$ cat src/rtl/cfg_sched_pkg.sv
// rtl/cfg_sched_pkg.sv - shared types and widths for the configuration upload scheduler
package cfg_sched_pkg;

  localparam int CFG_WORD_W = 24;
  localparam int SENT_CNT_W = 8;

  typedef enum logic [2:0] {
    IDLE,
    SEND,
    WAIT_END,
    RETRY,
    ARMED
  } state_e;

endpackage

$ cat src/rtl/cfg_sync_edge.sv
// rtl/cfg_sync_edge.sv - two-flop synchronizer followed by a registered rising-edge pulse
module cfg_sync_edge (
  input  logic clk_i,
  input  logic rst_i,
  input  logic async_i,
  output logic pulse_o
);

  logic meta_q;
  logic sync_q;
  logic prev_q;
  logic pulse_q;

  always_ff @(posedge clk_i or posedge rst_i) begin
    if (rst_i) begin
      meta_q  <= 1'b0;
      sync_q  <= 1'b0;
      prev_q  <= 1'b0;
      pulse_q <= 1'b0;
    end else begin
      meta_q  <= async_i;
      sync_q  <= meta_q;
      prev_q  <= sync_q;
      pulse_q <= sync_q & ~prev_q;
    end
  end

  assign pulse_o = pulse_q;

endmodule

$ cat src/rtl/config_scheduler.sv
// rtl/config_scheduler.sv - launches host config words into decoder windows, with timeout and retry
// Optional periodic re-send of the last good word when CFG_SCHED_REFRESH_EN is defined.
module config_scheduler
  import cfg_sched_pkg::*;
#(
  parameter int G_CFG_W           = CFG_WORD_W,
  parameter int G_TIMEOUT_CYCLES  = 4096,
  parameter int G_MAX_RETRY       = 3,
  parameter int G_REFRESH_WINDOWS = 16
) (
  input  logic                  CLOCK,
  input  logic                  RESET,
  input  logic                  HOST_WR,
  input  logic [G_CFG_W-1:0]    HOST_DATA,
  input  logic                  CONFIG_EN,
  input  logic                  TX_END,
  output logic                  TX_START,
  output logic [G_CFG_W-1:0]    TX_WORD,
  output logic                  BUSY,
  output logic                  PENDING,
  output logic                  CFG_ERROR,
  output logic [SENT_CNT_W-1:0] SENT_CNT
);

  localparam int TMR_W = $clog2(G_TIMEOUT_CYCLES + 1);
  localparam int RTY_W = (G_MAX_RETRY > 0) ? $clog2(G_MAX_RETRY + 1) : 1;

  state_e                state_q, state_d;
  logic [G_CFG_W-1:0]    word_q, word_d;
  logic [G_CFG_W-1:0]    pword_q, pword_d;
  logic                  pend_q, pend_d;
  logic [RTY_W-1:0]      retry_q, retry_d;
  logic [TMR_W-1:0]      timer_q, timer_d;
  logic                  err_q, err_d;
  logic [SENT_CNT_W-1:0] sent_q, sent_d;
  logic                  tx_start_q;
  logic                  busy_q;
  logic                  win_open;

`ifdef CFG_SCHED_REFRESH_EN
  localparam int REF_W = $clog2(G_REFRESH_WINDOWS + 1);

  logic [G_CFG_W-1:0] good_q, good_d;
  logic               good_vld_q, good_vld_d;
  logic [REF_W-1:0]   ref_q, ref_d;
`else
  localparam int unused_refresh_windows = G_REFRESH_WINDOWS;
`endif

  cfg_sync_edge u_win_sync (
    .clk_i   (CLOCK),
    .rst_i   (RESET),
    .async_i (CONFIG_EN),
    .pulse_o (win_open)
  );

  always_comb begin
    state_d = state_q;
    word_d  = word_q;
    pword_d = pword_q;
    pend_d  = pend_q;
    retry_d = retry_q;
    timer_d = timer_q;
    err_d   = err_q;
    sent_d  = sent_q;
`ifdef CFG_SCHED_REFRESH_EN
    good_d     = good_q;
    good_vld_d = good_vld_q;
    ref_d      = HOST_WR ? '0 : ref_q;
`endif

    // The host register never stalls; launches below may consume the word in the same cycle.
    if (HOST_WR) begin
      pword_d = HOST_DATA;
      pend_d  = 1'b1;
      err_d   = 1'b0;
    end

    unique case (state_q)
      IDLE: begin
        if (win_open && (pend_q || HOST_WR)) begin
          word_d  = HOST_WR ? HOST_DATA : pword_q;
          pend_d  = 1'b0;
          retry_d = '0;
          state_d = SEND;
        end
`ifdef CFG_SCHED_REFRESH_EN
        else if (win_open && good_vld_q) begin
          if (ref_q == REF_W'(G_REFRESH_WINDOWS - 1)) begin
            word_d  = good_q;
            retry_d = '0;
            ref_d   = '0;
            state_d = SEND;
          end else begin
            ref_d = ref_q + REF_W'(1);
          end
        end
`endif
      end
      SEND: begin
        timer_d = TMR_W'(G_TIMEOUT_CYCLES);
        state_d = WAIT_END;
      end
      WAIT_END: begin
        // Completion is checked before expiry so a last-cycle TX_END still counts.
        if (TX_END) begin
          sent_d  = sent_q + SENT_CNT_W'(1);
          state_d = IDLE;
`ifdef CFG_SCHED_REFRESH_EN
          good_d     = word_q;
          good_vld_d = 1'b1;
`endif
        end else begin
          timer_d = timer_q - TMR_W'(1);
          if (timer_d == '0) begin
            state_d = RETRY;
          end
        end
      end
      RETRY: begin
        if (pend_q || HOST_WR) begin
          state_d = IDLE;
        end else if (retry_q < RTY_W'(G_MAX_RETRY)) begin
          retry_d = retry_q + RTY_W'(1);
          state_d = ARMED;
        end else begin
          err_d   = 1'b1;
          state_d = IDLE;
        end
      end
      ARMED: begin
        if (HOST_WR) begin
          state_d = IDLE;
        end else if (win_open) begin
          state_d = SEND;
        end
      end
      default: state_d = IDLE;
    endcase
  end

  always_ff @(posedge CLOCK or posedge RESET) begin
    if (RESET) begin
      state_q    <= IDLE;
      word_q     <= '0;
      pword_q    <= '0;
      pend_q     <= 1'b0;
      retry_q    <= '0;
      timer_q    <= '0;
      err_q      <= 1'b0;
      sent_q     <= '0;
      tx_start_q <= 1'b0;
      busy_q     <= 1'b0;
    end else begin
      state_q    <= state_d;
      word_q     <= word_d;
      pword_q    <= pword_d;
      pend_q     <= pend_d;
      retry_q    <= retry_d;
      timer_q    <= timer_d;
      err_q      <= err_d;
      sent_q     <= sent_d;
      tx_start_q <= (state_d == SEND);
      busy_q     <= (state_d == SEND) || (state_d == WAIT_END);
    end
  end

`ifdef CFG_SCHED_REFRESH_EN
  always_ff @(posedge CLOCK or posedge RESET) begin
    if (RESET) begin
      good_q     <= '0;
      good_vld_q <= 1'b0;
      ref_q      <= '0;
    end else begin
      good_q     <= good_d;
      good_vld_q <= good_vld_d;
      ref_q      <= ref_d;
    end
  end
`endif

  assign TX_START  = tx_start_q;
  assign TX_WORD   = word_q;
  assign BUSY      = busy_q;
  assign PENDING   = pend_q;
  assign CFG_ERROR = err_q;
  assign SENT_CNT  = sent_q;

endmodule

$ cat config.mk
export PLATFORM = sky130hd
export DESIGN_NAME = config_scheduler
export DESIGN_NICKNAME = d
export VERILOG_FILES = /design/src/rtl/cfg_sched_pkg.sv /design/src/rtl/cfg_sync_edge.sv /design/src/rtl/config_scheduler.sv
export SDC_FILE = /design/constraint.sdc
export NUM_CORES = 1
export LEC_CHECK = 0
export CAP_MARGIN = 40
export CORE_MARGIN = 1.5
export CORE_UTILIZATION = 40
export CTS_CLUSTER_SIZE = 10
export DETAILED_ROUTE_END_ITERATION = 6
export HOLD_SLACK_MARGIN = 0.03
export PLACE_DENSITY = 0.7
export SLEW_MARGIN = 25
export SYNTH_ARGS = -nofsm -noshare
export SYNTH_HDL_FRONTEND = slang
export SYNTH_SLANG_ARGS = --single-unit
$ cat constraint.sdc
create_clock -name CLOCK -period 3 [get_ports CLOCK]
set_input_delay 0.3 -clock CLOCK [delete_from_list [all_inputs] [get_ports CLOCK]]
set_output_delay 0.3 -clock CLOCK [all_outputs]
set_load 0.05 [all_outputs]
==> run metrics <==
Net Count, Synth=290; CTS sink count=82; Synth Warn #=0; CTS tree=built; gr ovfl total=0; via count of the first global-routing pass=2203; largest net degree at the start of global routing=42; combinational share of power=41.2%; sequential share of the synthesized area=60.32%; routed wire length=6376 um; worst-skew pair later-pin latency=340 ps; Internal=2.536 mW; drc violations=0; filler cell count=702; Setup CP Type=register to register; Post-CTS Hold Fix Bufs=0; clock network power share=20.7%; min Tclk post-route=2047 ps; Min-Delay Path Class=register to register; list of most frequent post-synthesis cells=dfrtp_1, mux2_2, o21ai_0, nor2_1, nand2_1; count leader, synth=dfrtp_1; top post-synthesis cells by area=dfrtp_1, mux2_2, o21ai_0; Slew HR=53.88%; sw frac=39.66%; FMAX=488.6 MHz; vias=2197; switching pwr=1.667 mW; Slew Viols, Final=0; Port Buf Inserts=64; area leader, netlist=dfrtp_1; EDFF count, synth=0; placed cells=424; Resized cells post-CTS=0; synthesized area=3402 um2; GPL Wtd Cong=0.8032; initial DRC count=88; Final HPWL DP=4370 um; Final Setup Violations=0; post-route non-filler standard cell count=439; worst clock skew=8.322 ps; drt wl/cell=14.52 um; Final ANT Viol Nets=0; FP Rows=33; Sequential Power Share=38.1%; DRT Pass-1 Iters=4; share of layout cells above drive strength 1=24.85%; P&R area growth vs syn=29.24%; Reg clk slew, reported paths=80 ps; CP Capture Type=register; Hold Violations, Final=0; initial antenna violation count=0; global-route wire length before repair=10680 um; Num CTS Buffers=9; synthesized instance count=257; Yosys top cell area share=60.32%; nets=363; Leakage Power=1.849 nW; Post-CTS Setup Inserts=0; Vert. Die Dim=95.22 um; H-Tree Depth=3; Starting Density=41.40%; status=finished clean; Core ar.=8217 um2; reg2reg path depth=7; CP Data Arrival Time=2270 ps; setup ws final=953.4 ps; RSZ-0062 raised after global routing=false; synthesized area per cell=13.24 um2; number of diodes=0; CP Max Fanout=6; Worst Path Required=3220 ps; Root Driver=clkbuf_8; worst hold stages=0; vias per std cell=5.005; die width=95.22 um; fin crit share=68.22%; power per cell area=955.9 nW/um2; IO Pins=65; Fin Setup TNS=0 ps; Synth cell types=39; FFs w/ async S/R, synth=100.0%; gr usage total=15.74%; Clock Tree Buf Depth=2; Worst-Margin Slew=691.0 ps; crit path launch type=register; Final Total Pwr=4.203 mW; dpl ws=880.1 ps; Hold WS=352.2 ps; die area=9067 um2; Max-Cap Viols=0; peak supply drop=0.5715 mV; #FFs+latches synth=82; Most used DFF post-synth=dfrtp_1
## sequential cells by signal (all words and copies together), names as in the netlist
name                count
pword_q                24
TX_WORD                24
SENT_CNT                8
BUSY                    1
u_win_sync.meta_q       1
state_q                 3
u_win_sync.pulse_o      1
retry_q                 2
timer_q                13
u_win_sync.sync_q       1
PENDING                 1
TX_START                1
u_win_sync.prev_q       1
CFG_ERROR               1
## layout make-up
cell class / instances / area [um2] / share of cell area (%)
sequential: 82 / 2052 / 46.67
multi-input combinational: 160 / 1289 / 29.31
timing repair buffer: 69 / 678.2 / 15.42
tap: 105 / 131.4 / 2.988
clock buffer: 9 / 123.9 / 2.817
clock inverter: 6 / 91.34 / 2.077
inverter: 8 / 31.28 / 0.7114
## cell usage in the layout (no fill, tap or decap), types with 4 or more instances in the layout
| cell type | n |
|---|---|
| dfrtp_1 | 82 |
| clkdlybuf4s50_1 | 64 |
| mux2_2 | 49 |
| o21ai_0 | 19 |
| nor2_1 | 17 |
| nand2_1 | 14 |
| clkbuf_8 | 9 |
| inv_1 | 7 |
| xnor2_1 | 7 |
| nand3_1 | 5 |
| a21oi_1 | 5 |
| buf_4 | 5 |
| ha_1 | 4 |
## stage by stage
| stage | area [um2] | util [%] |
|---|---|---|
| 2_1_floorplan | 3402 | - |
| 4_1_cts | 4397 | 53.51 |
| 3_3_place_gp | 4182 | 50.89 |
| 6_report | 4397 | 53.51 |
| 5_1_grt | 4397 | 53.51 |
| 3_5_place_dp | 4182 | 50.89 |
## kinds of logic after synthesis
logic type | after synthesis | share of synthesized area (%)
simple gates | 63 | 11.14
fa+ha+maj | 4 | 1.471
xor+xnor | 10 | 2.575
buf+inv | 15 | 1.986
flops | 82 | 60.32
compound gates | 33 | 5.995
mux | 50 | 16.51
## critical path, stage by stage (launching register included)
cell and delay [ps]:
dfrtp_1 440, inv_1 110, ha_1 240, nor3b_2 410, xnor2_1 140, a2111oi_2 290
nand3_1 140, a21boi_2 180
## power groups by stage
stage / logic [mW] / clock network (mW) / registers (mW)
after floorplan: 0.656 / 0 / 2.16
after global placement: 1.71 / 0 / 1.61
after detailed placement: 1.74 / 0 / 1.62
after CTS: 1.75 / 0.906 / 1.60
after global routing: 1.86 / 0.964 / 1.64
final: 1.73 / 0.870 / 1.60
## layer usage
metal	wire length, um	vias to the layer above	GRT usage [%]	part of all wire, %
met5	0	-	0	0
met4	83	0	6.095	1.3
met3	555	8	8.533	8.7
met2	2869	57	22.75	45
met1	2868	1089	19.62	45
li1	-	1043	-	-
## worst paths after layout
| path | startpoint | endpoint | slack (ps) |
|---|---|---|---|
| max in group asynchronous | RESET | TX_START | 1850 |
| min in group asynchronous | RESET | TX_WORD[1] | 360 |
| hold reg to reg | u_win_sync.meta_q | u_win_sync.sync_q | 350 |
| setup / recovery | timer_q[0] | BUSY | 950 |
| hold / removal | u_win_sync.meta_q | u_win_sync.sync_q | 350 |
| setup reg to reg | timer_q[0] | BUSY | 950 |
Power figures use the tool's default switching activity.
